$ cat config.mk
export PLATFORM = sky130hd
export DESIGN_NAME = servisia_gpio
export DESIGN_NICKNAME = d
export VERILOG_FILES = /design/src/rtl/servisia_gpio_pkg.sv /design/src/rtl/servisia_sync.sv /design/src/rtl/servisia_gpio.sv
export SDC_FILE = /design/constraint.sdc
export NUM_CORES = 1
export LEC_CHECK = 0
export CAP_MARGIN = 20
export CORE_ASPECT_RATIO = 1.25
export CORE_MARGIN = 2
export CORE_UTILIZATION = 38
export DETAILED_ROUTE_END_ITERATION = 10
export PLACE_DENSITY = 0.83
export SYNTH_ARGS = -nofsm -noshare
export SYNTH_HDL_FRONTEND = slang
export SYNTH_HIERARCHICAL = 1
export SYNTH_SLANG_ARGS = --single-unit
$ cat constraint.sdc
create_clock -name wb_clk_i -period 1.3 [get_ports wb_clk_i]
set_input_delay 0.26 -clock wb_clk_i [delete_from_list [all_inputs] [get_ports wb_clk_i]]
set_output_delay 0.26 -clock wb_clk_i [all_outputs]
set_load 0.02 [all_outputs]
$ cat src/rtl/servisia_gpio_pkg.sv
// Shared register map and bus FSM encoding for the GPIO peripheral.
// No logic lives here. The constants carry no timing and no backpressure.
package servisia_gpio_pkg;

   localparam logic [2:0] ADR_OUT  = 3'd0;
   localparam logic [2:0] ADR_DIR  = 3'd1;
   localparam logic [2:0] ADR_IN   = 3'd2;
   localparam logic [2:0] ADR_RISE = 3'd3;
   localparam logic [2:0] ADR_FALL = 3'd4;

   typedef enum logic {
      ST_IDLE = 1'b0,
      ST_ACK  = 1'b1
   } bus_state_t;

endpackage

$ cat src/rtl/servisia_sync.sv
// Two-flop synchroniser that brings asynchronous pin inputs into the clock domain.
// Output lags the pin by 2 cycles. It has no backpressure and samples every cycle.
module servisia_sync #(
   parameter int WIDTH = 8
) (
   input  logic             clk,
   input  logic             rst,
   input  logic [WIDTH-1:0] d,
   output logic [WIDTH-1:0] q
);

   logic [WIDTH-1:0] meta_q;

   always_ff @(posedge clk or posedge rst) begin
      if (rst) begin
         meta_q <= '0;
         q      <= '0;
      end else begin
         meta_q <= d;
         q      <= meta_q;
      end
   end

endmodule

$ cat src/rtl/servisia_gpio.sv
// Wishbone GPIO peripheral; edge flags and irq are built only with SERVISIA_GPIO_EDGE_EN.
// Each access is acked 1 cycle after stb and occupies 2 cycles.
// There is no backpressure beyond ack, and a held stb is re-served only after the ACK state.
module servisia_gpio
   import servisia_gpio_pkg::*;
#(
   parameter int WIDTH = 8
) (
   input  logic             wb_clk_i,
   input  logic             wb_rst_i,
   input  logic [2:0]       wb_adr_i,
   input  logic [31:0]      wb_dat_i,
   input  logic             wb_we_i,
   input  logic             wb_stb_i,
   output logic [31:0]      wb_rdt_o,
   output logic             wb_ack_o,
   input  logic [WIDTH-1:0] gpio_i,
   output logic [WIDTH-1:0] gpio_o,
   output logic [WIDTH-1:0] gpio_oe_o,
   output logic             irq_o
);

   bus_state_t       state_q, state_d;
   logic             access;
   logic             wr_en;
   logic [WIDTH-1:0] wr_dat;
   logic [WIDTH-1:0] out_q, dir_q, in_sync;
   logic [WIDTH-1:0] rise_q, fall_q;
   logic [31:0]      rd_word;
   logic             unused_dat;

   assign unused_dat = ^wb_dat_i;

   always_ff @(posedge wb_clk_i or posedge wb_rst_i) begin
      if (wb_rst_i) state_q <= ST_IDLE;
      else          state_q <= state_d;
   end

   // An access fires only from IDLE, so a stb held through ACK is not served twice.
   always_comb begin
      state_d = state_q;
      access  = 1'b0;
      case (state_q)
         ST_IDLE: if (wb_stb_i) begin
            access  = 1'b1;
            state_d = ST_ACK;
         end
         ST_ACK:  state_d = ST_IDLE;
      endcase
   end

   assign wb_ack_o = (state_q == ST_ACK);
   assign wr_en    = access & wb_we_i;
   assign wr_dat   = wb_dat_i[WIDTH-1:0];

   always_ff @(posedge wb_clk_i or posedge wb_rst_i) begin
      if (wb_rst_i) begin
         out_q <= '0;
         dir_q <= '0;
      end else if (wr_en) begin
         if (wb_adr_i == ADR_OUT) out_q <= wr_dat;
         if (wb_adr_i == ADR_DIR) dir_q <= wr_dat;
      end
   end

   assign gpio_o    = out_q;
   assign gpio_oe_o = dir_q;

   servisia_sync #(.WIDTH(WIDTH)) u_sync (
      .clk (wb_clk_i),
      .rst (wb_rst_i),
      .d   (gpio_i),
      .q   (in_sync)
   );

`ifdef SERVISIA_GPIO_EDGE_EN
   logic [WIDTH-1:0] prev_q, rise_clr, fall_clr;
   logic             irq_q;

   assign rise_clr = (wr_en && wb_adr_i == ADR_RISE) ? wr_dat : '0;
   assign fall_clr = (wr_en && wb_adr_i == ADR_FALL) ? wr_dat : '0;

   // The set term is ORed in after the clear, so a new edge beats a same-cycle w1c.
   always_ff @(posedge wb_clk_i or posedge wb_rst_i) begin
      if (wb_rst_i) begin
         prev_q <= '0;
         rise_q <= '0;
         fall_q <= '0;
         irq_q  <= 1'b0;
      end else begin
         prev_q <= in_sync;
         rise_q <= (rise_q & ~rise_clr) | (in_sync & ~prev_q);
         fall_q <= (fall_q & ~fall_clr) | (~in_sync & prev_q);
         irq_q  <= |(rise_q | fall_q);
      end
   end

   assign irq_o = irq_q;
`else
   assign rise_q = '0;
   assign fall_q = '0;
   assign irq_o  = 1'b0;
`endif

   always_comb begin
      rd_word = '0;
      case (wb_adr_i)
         ADR_OUT:  rd_word[WIDTH-1:0] = out_q;
         ADR_DIR:  rd_word[WIDTH-1:0] = dir_q;
         ADR_IN:   rd_word[WIDTH-1:0] = in_sync;
         ADR_RISE: rd_word[WIDTH-1:0] = rise_q;
         ADR_FALL: rd_word[WIDTH-1:0] = fall_q;
         default:  ;
      endcase
   end

   // Read data persists after ack, so it only changes on a read.
   always_ff @(posedge wb_clk_i or posedge wb_rst_i) begin
      if (wb_rst_i)                 wb_rdt_o <= '0;
      else if (access && !wb_we_i)  wb_rdt_o <= rd_word;
   end

endmodule

==> qor.csv <==
stage;metric;value;unit
global_route;All-Layer GR Usage;0.135;
synthesis;synth top area cells;dfrtp_1, buf_4, mux2_2;
drt;Via-to-Cell Ratio;4.26;
flow_run;max-cap violations;0;
cells_and_area;Area Growth Syn to Fin;37.8;%
floorplan;Die H;79.2;um
synthesis;FF+latch count, synth;41;
drt;DR iter-0 viols;20;
sta;Tmin final;1360;ps
pwr;Pint;0.00240;W
drt;final antenna-violating net count;0;
worst_setup_path;Worst R2R Setup Slack;-60;ps
status;status;finished, violations left;
place;Placer Congestion;0.791;
pwr;Worst IR Drop VDD;0.747;mV
worst_setup_path;crit start category;flip-flop;
cells_and_area;Layout Cells excl Fill;240;
synthesis;synth cell count leaders;dfrtp_1, buf_4, mux2_2;
sta;RSZ-0062 raised after global routing;yes;
floorplan;core box area;4390;um^2
global_route;GRT overflow;0;
synthesis;Post-Synthesis Cells;123;
clock_network;CTS Hold Bufs;0;
sta;Hold Vio Cnt, Final;0;
drt;First-pass DRT Iterations;3;
worst_setup_path;CP Class;flip-flop to flip-flop;
sta;final worst path period share;1.05;
global_route;initial antenna violation count;0;
worst_setup_path;Critical Path RT;1470;ps
clock_network;Skew-Pair Late Insertion Delay;280;ps
cells_and_area;diodes inserted;0;
synthesis;synthesized cell area;1720;um^2
place;port bufs;47;
sta;Fin Clk Skew;1.96;ps
min_path;hold crit path type;input pin to asynchronous set/reset pin;
clock_network;CTS Buffer Depth;2;
pwr;sw frac;0.280;
pwr;Comb pwr share;0.251;
synthesis;share of the synthesized area in the top cell type;0.596;
floorplan;# rows;27;
clock_network;CTS Sinks;41;
clock_network;clk root buf;clkbuf_8;
global_route;vias in the first global route;1024;
clock_network;clock slew at reported path FFs;70;ps
drt;vias;1023;
cells_and_area;Final Cell Area;2370;um^2
floorplan;chip width;64.2;um
global_route;largest net degree at the start of global routing;26;
status;failing checks;negative setup slack;
cells_and_area;post-layout net count;229;
sta;count of final setup violators;16;
drt;total wire length;3030;um
drt;# DRC;0;
floorplan;IO Pins;97;
clock_network;H-tree levels;2;
global_route;first-pass GRT wire length;5060;um
worst_setup_path;Crit. End Element;flip-flop;
synthesis;Seq/Total Area, Yosys;0.596;
clock_network;TritonCTS clock tree;built;
clock_network;TritonCTS Buffers;5;
sta;Final WS setup;-61.0;ps
place;Final HPWL DP;2310;um
worst_setup_path;crit path DAT;1530;ps
synthesis;Post-synth ARST share;1.00;
floorplan;Die ar.;5080;um^2
pwr;LEAKAGE;1.15;nW
place;Placed Area;2250;um^2
pwr;PwrDens;1400;nW/um^2
synthesis;syn avg cell area;14.0;um^2
synthesis;post-synthesis cell type count;17;
place;placed instance count;231;
floorplan;Initial Util;0.392;
synthesis;Top FF cell, synth;dfrtp_1;
sta;FMAX;0.735;GHz
pwr;Flop pwr share;0.469;
pwr;Sw Pwr;0.000932;W
synthesis;Post-synth EDFFs;0;
synthesis;post-synth top area cell;dfrtp_1;
sta;Max Transition Viols Final;0;
worst_setup_path;Max FO, Critical Path;8;
cells_and_area;share of cells above drive strength 1;0.247;
pwr;clock network fraction of total power;0.280;
synthesis;Yosys warning count;6;
sta;Fin Setup TNS;-391;ps
drt;drt wl/cell;12.6;um
synthesis;count leader, synth;dfrtp_1;
## cell usage in the layout, fill, tap and decap left out, types with 2 or more instances in the layout
cell	count
a22o_1	8
buf_12	3
buf_4	6
buf_6	2
clkbuf_2	2
clkbuf_8	5
clkdlybuf4s15_1	11
clkdlybuf4s50_1	19
conb_1	25
dfrtp_1	40
dlygate4sd2_1	14
inv_1	2
mux2_2	15
mux2i_1	8
nand3_4	2
nor2b_2	2
o2bb2ai_1	8
## final timing paths
check                                           startpoint                    endpoint  cells after the start
worst max-delay path                    wb_ack_o$_DFF_PP0_       gpio_o[0]$_DFFE_PP0P_                      4
worst min-delay path                              wb_rst_i  u_sync/meta_q[7]$_DFF_PP0_                      3
worst max register to register          wb_ack_o$_DFF_PP0_       gpio_o[0]$_DFFE_PP0P_                      4
worst min register to register  u_sync/meta_q[0]$_DFF_PP0_       u_sync/q[0]$_DFF_PP0_                      0
max in group asynchronous                         wb_rst_i          wb_ack_o$_DFF_PP0_                      3
min in group wb_clk_i           u_sync/meta_q[0]$_DFF_PP0_       u_sync/q[0]$_DFF_PP0_                      0
## registers in the layout (all words and copies together), names as in the netlist
signal	flops
u_sync/meta_q	8
wb_rdt_o	8
u_sync/q	8
gpio_o	8
gpio_oe_o	8
wb_ack_o	1
## critical path: stages, from the launching register on
cell and delay, ps:
dfrtp_2 420, nor3b_4 180, buf_6 150, nand3_4 160, mux2_4 340
## per-layer routing
metal  wire length, um  global-route usage  up-vias  part of all wire
li1                  -                   -      494                 -
met1              1270               0.166      481              0.42
met2              1530               0.221       44              0.50
met3               186              0.0382        4             0.061
met4                44              0.0574        0             0.015
met5                 0                   0        -                 0
## what timing repair did
action	CTS	global route
resized for setup	38	17
buffers inserted	1	1
pin swaps	3	1
setup endpoints to repair	47	37
endpoints found under the hold margin	0	0
## cells by family after synthesis
logic type             synth area share
other                           0.00218
multiplexers                      0.151
flip-flops                        0.596
buffers and inverters             0.130
AO/OA/AOI/OAI                    0.0844
AND/OR/NAND/NOR                  0.0356
## per-stage QoR
stage	total power, W	setup slack (ps)	util	hold WS, ps
global route	0.00351	-88.5	0.540	327
floorplan	0.00209	-4.34	-	174
detailed placement	0.00251	-448	0.512	336
global placement	0.00250	-403	0.512	333
CTS	0.00336	-98.9	0.535	301
finish	0.00333	-61.0	0.540	302
## area by class of cell
| class | count | area (um^2) |
|---|---|---|
| timing repair buffer | 58 | 566 |
| tap | 58 | 72.6 |
| sequential | 41 | 1030 |
| clock inverter | 2 | 35.0 |
| multi-input combinational | 74 | 594 |
| fill | 390 | 2020 |
| inverter | 2 | 7.51 |
| clock buffer | 5 | 68.8 |
## power groups by stage
| stage | combinational (W) | sequential (W) | clock (W) |
|---|---|---|---|
| after CTS | 0.000827 | 0.00156 | 0.000967 |
| after detailed placement | 0.000915 | 0.00159 | 0 |
| after global placement | 0.000905 | 0.00159 | 0 |
| after global routing | 0.000896 | 0.00158 | 0.00103 |
| final | 0.000836 | 0.00156 | 0.000931 |
| after floorplan | 0.000349 | 0.00174 | 0 |
(Power assumes the default switching activity.)
